File: src/rtl/lsu_pkg.sv
`default_nettype none
// ============================================================================
// Module : lsu_pkg
// Brief  : Shared funct3 codes, FSM states, exception codes and request checks
//          for the load/store unit.
// Rev    : 1.0
// ============================================================================
package lsu_pkg;

  localparam logic [2:0] LB  = 3'b000;
  localparam logic [2:0] LH  = 3'b001;
  localparam logic [2:0] LW  = 3'b010;
  localparam logic [2:0] LBU = 3'b100;
  localparam logic [2:0] LHU = 3'b101;
  localparam logic [2:0] SB  = 3'b000;
  localparam logic [2:0] SH  = 3'b001;
  localparam logic [2:0] SW  = 3'b010;

  typedef enum logic [1:0] {
    S_IDLE    = 2'd0,
    S_ACCESS  = 2'd1,
    S_CAPTURE = 2'd2,
    S_RESP    = 2'd3
  } lsu_state_t;

  typedef enum logic [1:0] {
    EXC_NONE       = 2'b00,
    EXC_MISALIGNED = 2'b01,
    EXC_ILLEGAL    = 2'b10
  } lsu_exc_t;

  // Illegal funct3 takes priority over misalignment.
  function automatic lsu_exc_t lsu_check(input logic       is_store,
                                         input logic [2:0] funct3,
                                         input logic [1:0] addr_lo);
    logic     legal;
    lsu_exc_t exc;
    if (is_store) legal = (funct3 == SB) || (funct3 == SH) || (funct3 == SW);
    else          legal = (funct3 == LB) || (funct3 == LH) || (funct3 == LW) ||
                          (funct3 == LBU) || (funct3 == LHU);
    exc = EXC_NONE;
    if (!legal)                                      exc = EXC_ILLEGAL;
    else if (funct3[1:0] == 2'b01 && addr_lo[0])     exc = EXC_MISALIGNED;
    else if (funct3[1:0] == 2'b10 && addr_lo != 2'b00) exc = EXC_MISALIGNED;
    return exc;
  endfunction

endpackage : lsu_pkg
`default_nettype wire

File: src/rtl/lsu_load_align.sv
`default_nettype none
// ============================================================================
// Module : lsu_load_align
// Brief  : Selects the addressed byte/halfword of a memory word and
//          sign- or zero-extends it to 32 bits.
// Rev    : 1.0
// ============================================================================
module lsu_load_align
  import lsu_pkg::*;
(
  input  logic [31:0] word_i,
  input  logic [1:0]  addr_lo_i,
  input  logic [2:0]  funct3_i,
  output logic [31:0] result_o
);

  logic [7:0]  byte_sel;
  logic [15:0] half_sel;

  always_comb begin
    byte_sel = 8'(word_i >> {addr_lo_i, 3'b000});
    half_sel = 16'(word_i >> {addr_lo_i[1], 4'b0000});
    case (funct3_i)
      LB:      result_o = {{24{byte_sel[7]}}, byte_sel};
      LH:      result_o = {{16{half_sel[15]}}, half_sel};
      LBU:     result_o = {24'd0, byte_sel};
      LHU:     result_o = {16'd0, half_sel};
      default: result_o = word_i;
    endcase
  end

endmodule : lsu_load_align
`default_nettype wire

File: src/rtl/load_store_unit.sv
`default_nettype none
// ============================================================================
// Module : load_store_unit
// Brief  : Single-outstanding load/store unit between execute and a
//          byte-enabled synchronous data memory.
// Rev    : 1.0
// ============================================================================
module load_store_unit
  import lsu_pkg::*;
#(
  parameter int ADDR_W = 32
) (
  input  logic              clk,
  input  logic              reset,
  input  logic              req_valid,
  output logic              req_ready,
  input  logic              req_is_store,
  input  logic [2:0]        req_funct3,
  input  logic [ADDR_W-1:0] req_addr,
  input  logic [31:0]       req_wdata,
  input  logic [4:0]        req_rd,
  output logic              resp_valid,
  input  logic              resp_ready,
  output logic [31:0]       resp_data,
  output logic [4:0]        resp_rd,
  output logic [1:0]        resp_exc,
  output logic [31:0]       data_addr,
  output logic [31:0]       data_write,
  output logic [3:0]        data_write_byte,
  output logic              data_read_valid,
  output logic              data_write_valid,
  input  logic [31:0]       data_read
);

  lsu_state_t  state_q, state_d;
  logic        is_store_q, is_store_d;
  logic [2:0]  funct3_q, funct3_d;
  logic [1:0]  addr_lo_q, addr_lo_d;
  logic [31:0] resp_data_q, resp_data_d;
  logic [4:0]  resp_rd_q, resp_rd_d;
  logic [1:0]  resp_exc_q, resp_exc_d;
  logic [31:0] data_addr_q, data_addr_d;
  logic [31:0] data_write_q, data_write_d;
  logic [3:0]  data_be_q, data_be_d;
  logic        rd_strobe_q, rd_strobe_d;
  logic        wr_strobe_q, wr_strobe_d;

  lsu_exc_t          req_exc;
  logic [ADDR_W-1:0] aligned_addr;
  logic [31:0]       load_result;

  lsu_load_align u_align (
    .word_i    (data_read),
    .addr_lo_i (addr_lo_q),
    .funct3_i  (funct3_q),
    .result_o  (load_result)
  );

  assign req_exc      = lsu_check(req_is_store, req_funct3, req_addr[1:0]);
  assign aligned_addr = req_addr & ~ADDR_W'(3);

  always_comb begin
    state_d     = state_q;
    is_store_d  = is_store_q;
    funct3_d    = funct3_q;
    addr_lo_d   = addr_lo_q;
    resp_data_d = resp_data_q;
    resp_rd_d   = resp_rd_q;
    resp_exc_d  = resp_exc_q;
    data_addr_d = data_addr_q;
    data_write_d = data_write_q;
    data_be_d   = data_be_q;
    rd_strobe_d = 1'b0;
    wr_strobe_d = 1'b0;

    case (state_q)
      S_IDLE: begin
        if (req_valid && req_ready) begin
          is_store_d  = req_is_store;
          funct3_d    = req_funct3;
          addr_lo_d   = req_addr[1:0];
          resp_data_d = 32'd0;
          resp_exc_d  = req_exc;
          if (req_exc != EXC_NONE) begin
            resp_rd_d = 5'd0;
            state_d   = S_RESP;
          end else begin
            resp_rd_d   = req_is_store ? 5'd0 : req_rd;
            data_addr_d = 32'(aligned_addr);
            state_d     = S_ACCESS;
            // Memory-side outputs are registered here so they appear in ACCESS.
            if (req_is_store) begin
              wr_strobe_d = 1'b1;
              case (req_funct3)
                SB: begin
                  data_be_d    = 4'b0001 << req_addr[1:0];
                  data_write_d = {4{req_wdata[7:0]}};
                end
                SH: begin
                  data_be_d    = 4'b0011 << req_addr[1:0];
                  data_write_d = {2{req_wdata[15:0]}};
                end
                default: begin
                  data_be_d    = 4'b1111;
                  data_write_d = req_wdata;
                end
              endcase
            end else begin
              rd_strobe_d = 1'b1;
              data_be_d   = 4'b0000;
            end
          end
        end
      end
      S_ACCESS:  state_d = is_store_q ? S_RESP : S_CAPTURE;
      S_CAPTURE: begin
        resp_data_d = load_result;
        state_d     = S_RESP;
      end
      S_RESP: if (resp_ready) state_d = S_IDLE;
      default:   state_d = S_IDLE;
    endcase
  end

  always_ff @(posedge clk or posedge reset) begin
    if (reset) begin
      state_q      <= S_IDLE;
      is_store_q   <= 1'b0;
      funct3_q     <= 3'd0;
      addr_lo_q    <= 2'd0;
      resp_data_q  <= 32'd0;
      resp_rd_q    <= 5'd0;
      resp_exc_q   <= 2'd0;
      data_addr_q  <= 32'd0;
      data_write_q <= 32'd0;
      data_be_q    <= 4'd0;
      rd_strobe_q  <= 1'b0;
      wr_strobe_q  <= 1'b0;
    end else begin
      state_q      <= state_d;
      is_store_q   <= is_store_d;
      funct3_q     <= funct3_d;
      addr_lo_q    <= addr_lo_d;
      resp_data_q  <= resp_data_d;
      resp_rd_q    <= resp_rd_d;
      resp_exc_q   <= resp_exc_d;
      data_addr_q  <= data_addr_d;
      data_write_q <= data_write_d;
      data_be_q    <= data_be_d;
      rd_strobe_q  <= rd_strobe_d;
      wr_strobe_q  <= wr_strobe_d;
    end
  end

  assign req_ready        = (state_q == S_IDLE) && !reset;
  assign resp_valid       = (state_q == S_RESP);
  assign resp_data        = resp_data_q;
  assign resp_rd          = resp_rd_q;
  assign resp_exc         = resp_exc_q;
  assign data_addr        = data_addr_q;
  assign data_write       = data_write_q;
  assign data_write_byte  = data_be_q;
  assign data_read_valid  = rd_strobe_q;
  assign data_write_valid = wr_strobe_q;

endmodule : load_store_unit
`default_nettype wire

File: config.mk
export PLATFORM = sky130hd
export DESIGN_NAME = load_store_unit
export DESIGN_NICKNAME = d
export VERILOG_FILES = /design/src/rtl/lsu_pkg.sv /design/src/rtl/lsu_load_align.sv /design/src/rtl/load_store_unit.sv
export SDC_FILE = /design/constraint.sdc
export NUM_CORES = 1
export LEC_CHECK = 0
export CORE_MARGIN = 1.5
export CORE_UTILIZATION = 45
export CTS_BUF_LIST = sky130_fd_sc_hd__clkbuf_2
export DETAILED_ROUTE_END_ITERATION = 16
export PLACE_DENSITY = 0.87
export SLEW_MARGIN = 20
export SYNTH_ARGS = -nofsm -noshare
export SYNTH_HDL_FRONTEND = slang
export SYNTH_SLANG_ARGS = --single-unit
File: constraint.sdc
create_clock -name clk -period 4.8 [get_ports clk]
set_input_delay 0.96 -clock clk [delete_from_list [all_inputs] [get_ports clk]]
set_output_delay 0.96 -clock clk [all_outputs]
set_load 0.02 [all_outputs]
==> results.yml, run 1 <==
yosys:
  ys_types: 41
  syn_area_per_cell_um2: 11.0
  yosysWarnings: 0
  synth_seq_cells: 115
  syn_inst: 494
  syn_area_mm2: 0.00543
  ys_seq_area_frac: 0.530
worst_setup_path:
  slowest_stage: "clkdlybuf4s50_1"
  path_buf_inv: 3
  ff2ff_setup_slack_ps: 2310
  crit_family: "buffers and inverters"
  cpPeakStageDelay_ps: 610
  worstPathArrival_ps: 2360
  crit_type: "register to primary output"
  setup.worst_path.end_class: "primary output"
  cp_common_cell: "inv_1"
  crit_chain: "inv_1, ha_1, inv_1, nor2_1, clkdlybuf4s50_1"
  cp-startpoint: "state_q[0]"
  reg2reg_from: "state_q[0]"
  required_ps: 3840
  critPathLaunchType: "register"
  crit_fanout: 6
placed_design:
  io_buffer_count: 217
  dpl.hpwl_mm: 11.2
  dpl_worst_slack_ps: 1600
  gp_congestion: 0.820
clock_tree:
  cts_resized: 0
  cts_root_buf: "clkbuf_2"
  clk_latency_ps: 680
  cts_tree: "built"
  numCtsBuffers: 17
  cts.sinks: 115
  ctsHoldBuffers: 0
  clk_pin_slew_ps: 160
  cts_setup_buffers: 0
  cts_htree_levels: 4
  cts_buffer_depth: 2
outcome:
  outcome: "completed"
finish:
  antenna_cells: 0
  fill_cells: 887
  drive_gt1_frac: 0.130
  syn2layout_area_growth_pct: 45.6
  fin_nets: 816
  post-route-util: 0.680
routing:
  wl_met1_mm: 5.87
  routed_wl_mm: 15.0
  via_per_inst: 5.30
  drtPass1Iterations: 5
  wl_met2_mm: 7.63
  drc: 0
  wl_per_cell_um: 17.4
  dr_wl_met3_mm: 1.20
  highest_layer: "met4"
  drt_iter0_drc: 248
  ant_nets: 0
  vias: 4556
power_and_ir_drop:
  switchingPower_uw: 1910
  clkPwrFrac: 0.134
  p_seq_frac: 0.353
  p_sw_frac: 0.397
  powerDensity_mw_per_mm2: 610
  p_leak_uw: 0.00347
  p_int_uw: 2900
  ir_worst_vdd_mv: 0.322
  combPwrFrac: 0.512
worst_hold_path:
  hp-class: "register to register"
  min_from: "is_store_q"
job:
  maxCapViolCount: 0
floorplan:
  dieArea_mm2: 0.0127
  fp.dieW_um: 113
  rows: 39
  core_area_mm2: 0.0116
  die_y_um: 113
  start_util: 0.467
  ios: 220
global_route:
  grt_pass1_wl_mm: 23.9
  grt_max_degree: 71
  grt_usage: 0.243
  grt_pass1_vias: 4618
  gr-total-overflow: 0
  antenna_found_initial: 0
sta:
  fin_worst_skew_ps: 20.5
  rsz0062_at_grt: "no"
  setup_viol_count_final: 0
  final_max_slew_viol_count: 0
  hold_slack_ps: 496
  final_hold_viol_count: 0
  setup_tns_ps: 0
  fmax_mhz: 302
  fin_ws_ps: 1480
  period_share: 0.691
  fin_crit_ps: 3320
  slew_headroom: 0.435
  worst_slew_pin_slew_ps: 847
per-layer routing:
layer  vias up  track usage
met3        21       0.0991
met5         -            0
met1      2216        0.277
met2       170        0.416
li1       2149            -
met4         0       0.0793
Yosys cell counts:
library cell,n,area share
nor3_4,1,0.0030
o22ai_1,8,0.0092
nand3_1,1,0.00092
buf_2,11,0.010
o21ai_1,6,0.0055
nor2b_1,4,0.0046
o21ai_2,1,0.0016
a211o_1,1,0.0016
buf_6,6,0.012
nor2_4,1,0.0021
mux2i_1,26,0.048
mux2_4,12,0.033
o211ai_1,4,0.0055
a211oi_1,9,0.012
a22o_1,17,0.027
a22oi_1,1,0.0014
nor2_1,22,0.015
dfrtp_1,115,0.53
buf_1,1,0.00069
clkbuf_1,12,0.0083
a31oi_4,1,0.0039
or2_2,1,0.0012
and3_1,2,0.0023
mux2_2,35,0.073
nand2_1,81,0.056
ha_1,4,0.0092
nand4b_1,1,0.0016
a21oi_1,7,0.0065
conb_1,1,0.00069
a2111oi_0,1,0.0016
o21ai_0,46,0.042
buf_4,4,0.0055
nor4_4,1,0.0039
nand2b_1,18,0.021
and3b_1,1,0.0016
o31ai_1,15,0.021
inv_1,11,0.0076
nor3_1,1,0.00092
o21ba_2,1,0.0018
a221oi_2,1,0.0028
a21o_1,2,0.0028
cells by family (layout without fill, tap and decap cells):
group / Yosys count / count (layout) / synth area share
AO/OA/AOI/OAI: 121 / 121 / 0.147
buffers and inverters: 45 / 266 / 0.0447
adder cells (fa/ha/maj): 4 / 4 / 0.00922
AND/OR/NAND/NOR: 135 / 135 / 0.114
other: 1 / 2 / 0.000691
multiplexers: 73 / 73 / 0.154
flip-flops: 115 / 115 / 0.530
state kept, by name, indices dropped and copies added (netlist names):
signal,flops
resp_rd,5
resp_data,32
data_write_valid,1
resp_exc,2
data_write_byte,4
funct3_q,3
data_read_valid,1
addr_lo_q,2
is_store_q,1
data_write,32
data_addr,30
state_q,2
cells in the final DEF, fill, tap and decap left out, types with 2 or more instances in the layout:
cell	instances
a211oi_1	9
a21o_1	2
a21oi_1	6
a22o_1	17
and3_1	2
buf_4	5
bufinv_16	3
clkbuf_2	19
clkdlybuf4s50_1	217
clkinv_1	3
clkinv_2	5
clkinvlp_4	2
conb_1	2
dfrtp_1	115
ha_1	4
inv_1	10
mux2_2	35
mux2_4	12
mux2i_1	26
nand2_1	81
nand2b_1	18
nor2_1	22
nor2b_1	4
o211ai_1	4
o21ai_0	46
o21ai_1	5
o22ai_1	8
o31ai_1	15
through the flow:
step,instances,area (um2),power [uW]
finish,859,7900,4820
global route,859,7900,5110
CTS,859,7900,4860
detailed placement,827,7660,4200
global placement,826,7640,4110
floorplan,495,5430,3050
final timing paths:
| kind | endpoint | depth (start not counted) |
|---|---|---|
| max | req_ready | 5 |
| min | is_store_q | 2 |
| max reg2reg | data_addr[8] | 6 |
| min reg2reg | is_store_q | 2 |
| max in group asynchronous | data_write[11] | 3 |
| min in group asynchronous | data_read_valid | 2 |
layout make-up:
cell class / count / area, um2 / share of cell area
clock buffers: 19 / 95.1 / 0.0120
repair buffers: 223 / 2240 / 0.283
well taps: 143 / 179 / 0.0226
clock inverters: 13 / 141 / 0.0179
flip-flops and latches: 115 / 2880 / 0.364
inverters: 11 / 43.8 / 0.00554
multi-input cells: 335 / 2330 / 0.294
power by group through the flow:
stage / registers [uW] / clock network (uW) / logic (uW)
finish: 1700 / 647 / 2470
global route: 1760 / 713 / 2640
CTS: 1700 / 664 / 2490
detailed placement: 1720 / 0 / 2480
global placement: 1700 / 0 / 2410
floorplan: 2120 / 0 / 930
tightest hold or removal path, stage by stage (launching register included):
cell     delay [ps]
dfrtp_1         380
nand2_1          50
nand2_1          50
Note: power is estimated with default switching activity, not from simulation.
==> run 2, diff against run 1 <==
==> constraint.sdc (replaced) <==
create_clock -name clk -period 3.45 [get_ports clk]
set_input_delay 0.69 -clock clk [delete_from_list [all_inputs] [get_ports clk]]
set_output_delay 0.69 -clock clk [all_outputs]
set_load 0.02 [all_outputs]
==> results.yml, run 2 (synthesis results as in run 1) <==
global_route:
  grt_max_degree: 68
  gr-total-overflow: 0
  grt_pass1_vias: 4825
  antenna_found_initial: 0
  grt_pass1_wl_mm: 24.2
  grt_usage: 0.244
clock_tree:
  cts_buffer_depth: 2
  cts_tree: "built"
  cts_resized: 0
  cts.sinks: 115
  cts_htree_levels: 4
  numCtsBuffers: 17
  cts_setup_buffers: 0
  clk_pin_slew_ps: 160
  ctsHoldBuffers: 0
  clk_latency_ps: 670
  cts_root_buf: "clkbuf_2"
worst_setup_path:
  worstPathArrival_ps: 2370
  crit_type: "register to primary output"
  crit_fanout: 6
  setup.worst_path.end_class: "primary output"
  required_ps: 2760
  critPathLaunchType: "register"
routing:
  routed_wl_mm: 15.1
  drt_iter0_drc: 202
  wl_per_cell_um: 17.4
  drtPass1Iterations: 5
  ant_nets: 0
  drc: 0
  vias: 4634
  via_per_inst: 5.36
job:
  maxCapViolCount: 0
worst_hold_path:
  hp-class: "input pin to async pin"
sta:
  period_share: 0.887
  worst_slew_pin_slew_ps: 956
  final_hold_viol_count: 0
  fmax_mhz: 327
  slew_headroom: 0.360
  setup_tns_ps: 0
  final_max_slew_viol_count: 0
  fin_worst_skew_ps: 28.1
  hold_slack_ps: 497
  setup_viol_count_final: 0
  rsz0062_at_grt: "no"
  fin_crit_ps: 3060
floorplan:
  start_util: 0.467
  ios: 220
  fp.dieW_um: 113
  dieArea_mm2: 0.0127
  die_y_um: 113
  core_area_mm2: 0.0116
  rows: 39
finish:
  fin_area_mm2: 0.00794
  fin_nets: 824
  antenna_cells: 0
  drive_gt1_frac: 0.134
  syn2layout_area_growth_pct: 46.2
  mostFrequentLayoutCell: "clkdlybuf4s50_1"
  most-common-layout-cells: "clkdlybuf4s50_1, dfrtp_1, nand2_1"
power_and_ir_drop:
  powerDensity_mw_per_mm2: 844
  finalPower_uw: 6700
  p_leak_uw: 0.00350
  ir_worst_vdd_mv: 0.483
placed_design:
  gp_congestion: 0.837
  io_buffer_count: 217
  dpl.hpwl_mm: 11.2
  place_area_mm2: 0.00772
outcome:
  outcome: "completed"
[run 2: cell count changes in the layout (fill, tap and decap cells not counted), sizes merged]
cell	change
clkinvlp	-1
clkinv	-2
buf	+8
clkbuf	+2
inv	-1
[run 2: path summary, 6_finish.rpt]
check / slack, ps / end / startpoint / depth (start not counted)
max in group asynchronous: 2210 / data_write[2] / reset / 3
worst max-delay path: 390 / req_ready / state_q[0] / 5
min in group clk: 500 / data_write[19] / data_write[19] / 2
worst max register to register: 1220 / data_addr[23] / state_q[1] / 6
worst min-delay path: 500 / is_store_q / reset / 2
worst min register to register: 500 / data_write[19] / data_write[19] / 2
[run 2: final cells by class]
class / count / area [um2]
Clock buffer: 21 / 105
Clock inverter: 9 / 114
Fill cell: 897 / 3680
Inverter: 11 / 45.0
Multi-Input combinational cell: 335 / 2330
Sequential cell: 115 / 2880
Tap cell: 143 / 179
Timing Repair Buffer: 231 / 2290
[run 2: metal layers]
| metal | track usage | vias to the layer above | part of all wire |
|---|---|---|---|
| met5 | 0 | - | 0 |
| met4 | 0.0928 | 0 | 0.023 |
| met3 | 0.0900 | 28 | 0.081 |
| met2 | 0.420 | 187 | 0.50 |
| met1 | 0.278 | 2251 | 0.40 |
| li1 | - | 2168 | - |
[run 2: through the flow]
stage / utilization / instances / worst slack, ps
6_report: 0.683 / 865 / 389
5_1_grt: 0.683 / 865 / 185
4_1_cts: 0.683 / 865 / 314
3_5_place_dp: 0.665 / 835 / 382
3_3_place_gp: 0.665 / 835 / 497
2_1_floorplan: - / 495 / 1360
[run 2: where the power goes]
group          total (uW)  internal [uW]  switching [uW]  leakage, uW
Combinational        3460           1720            1740      0.00188
Clock                 876            396             480     0.000141
Sequential           2360           1940             423      0.00148
Total                6700           4060            2640      0.00350
[run 2: critical path, stage by stage, from the launching register on]
cell and delay [ps]:
dfrtp_1 430, inv_1 120, ha_1 290, inv_1 150
nor2_1 120, clkdlybuf4s50_1 610
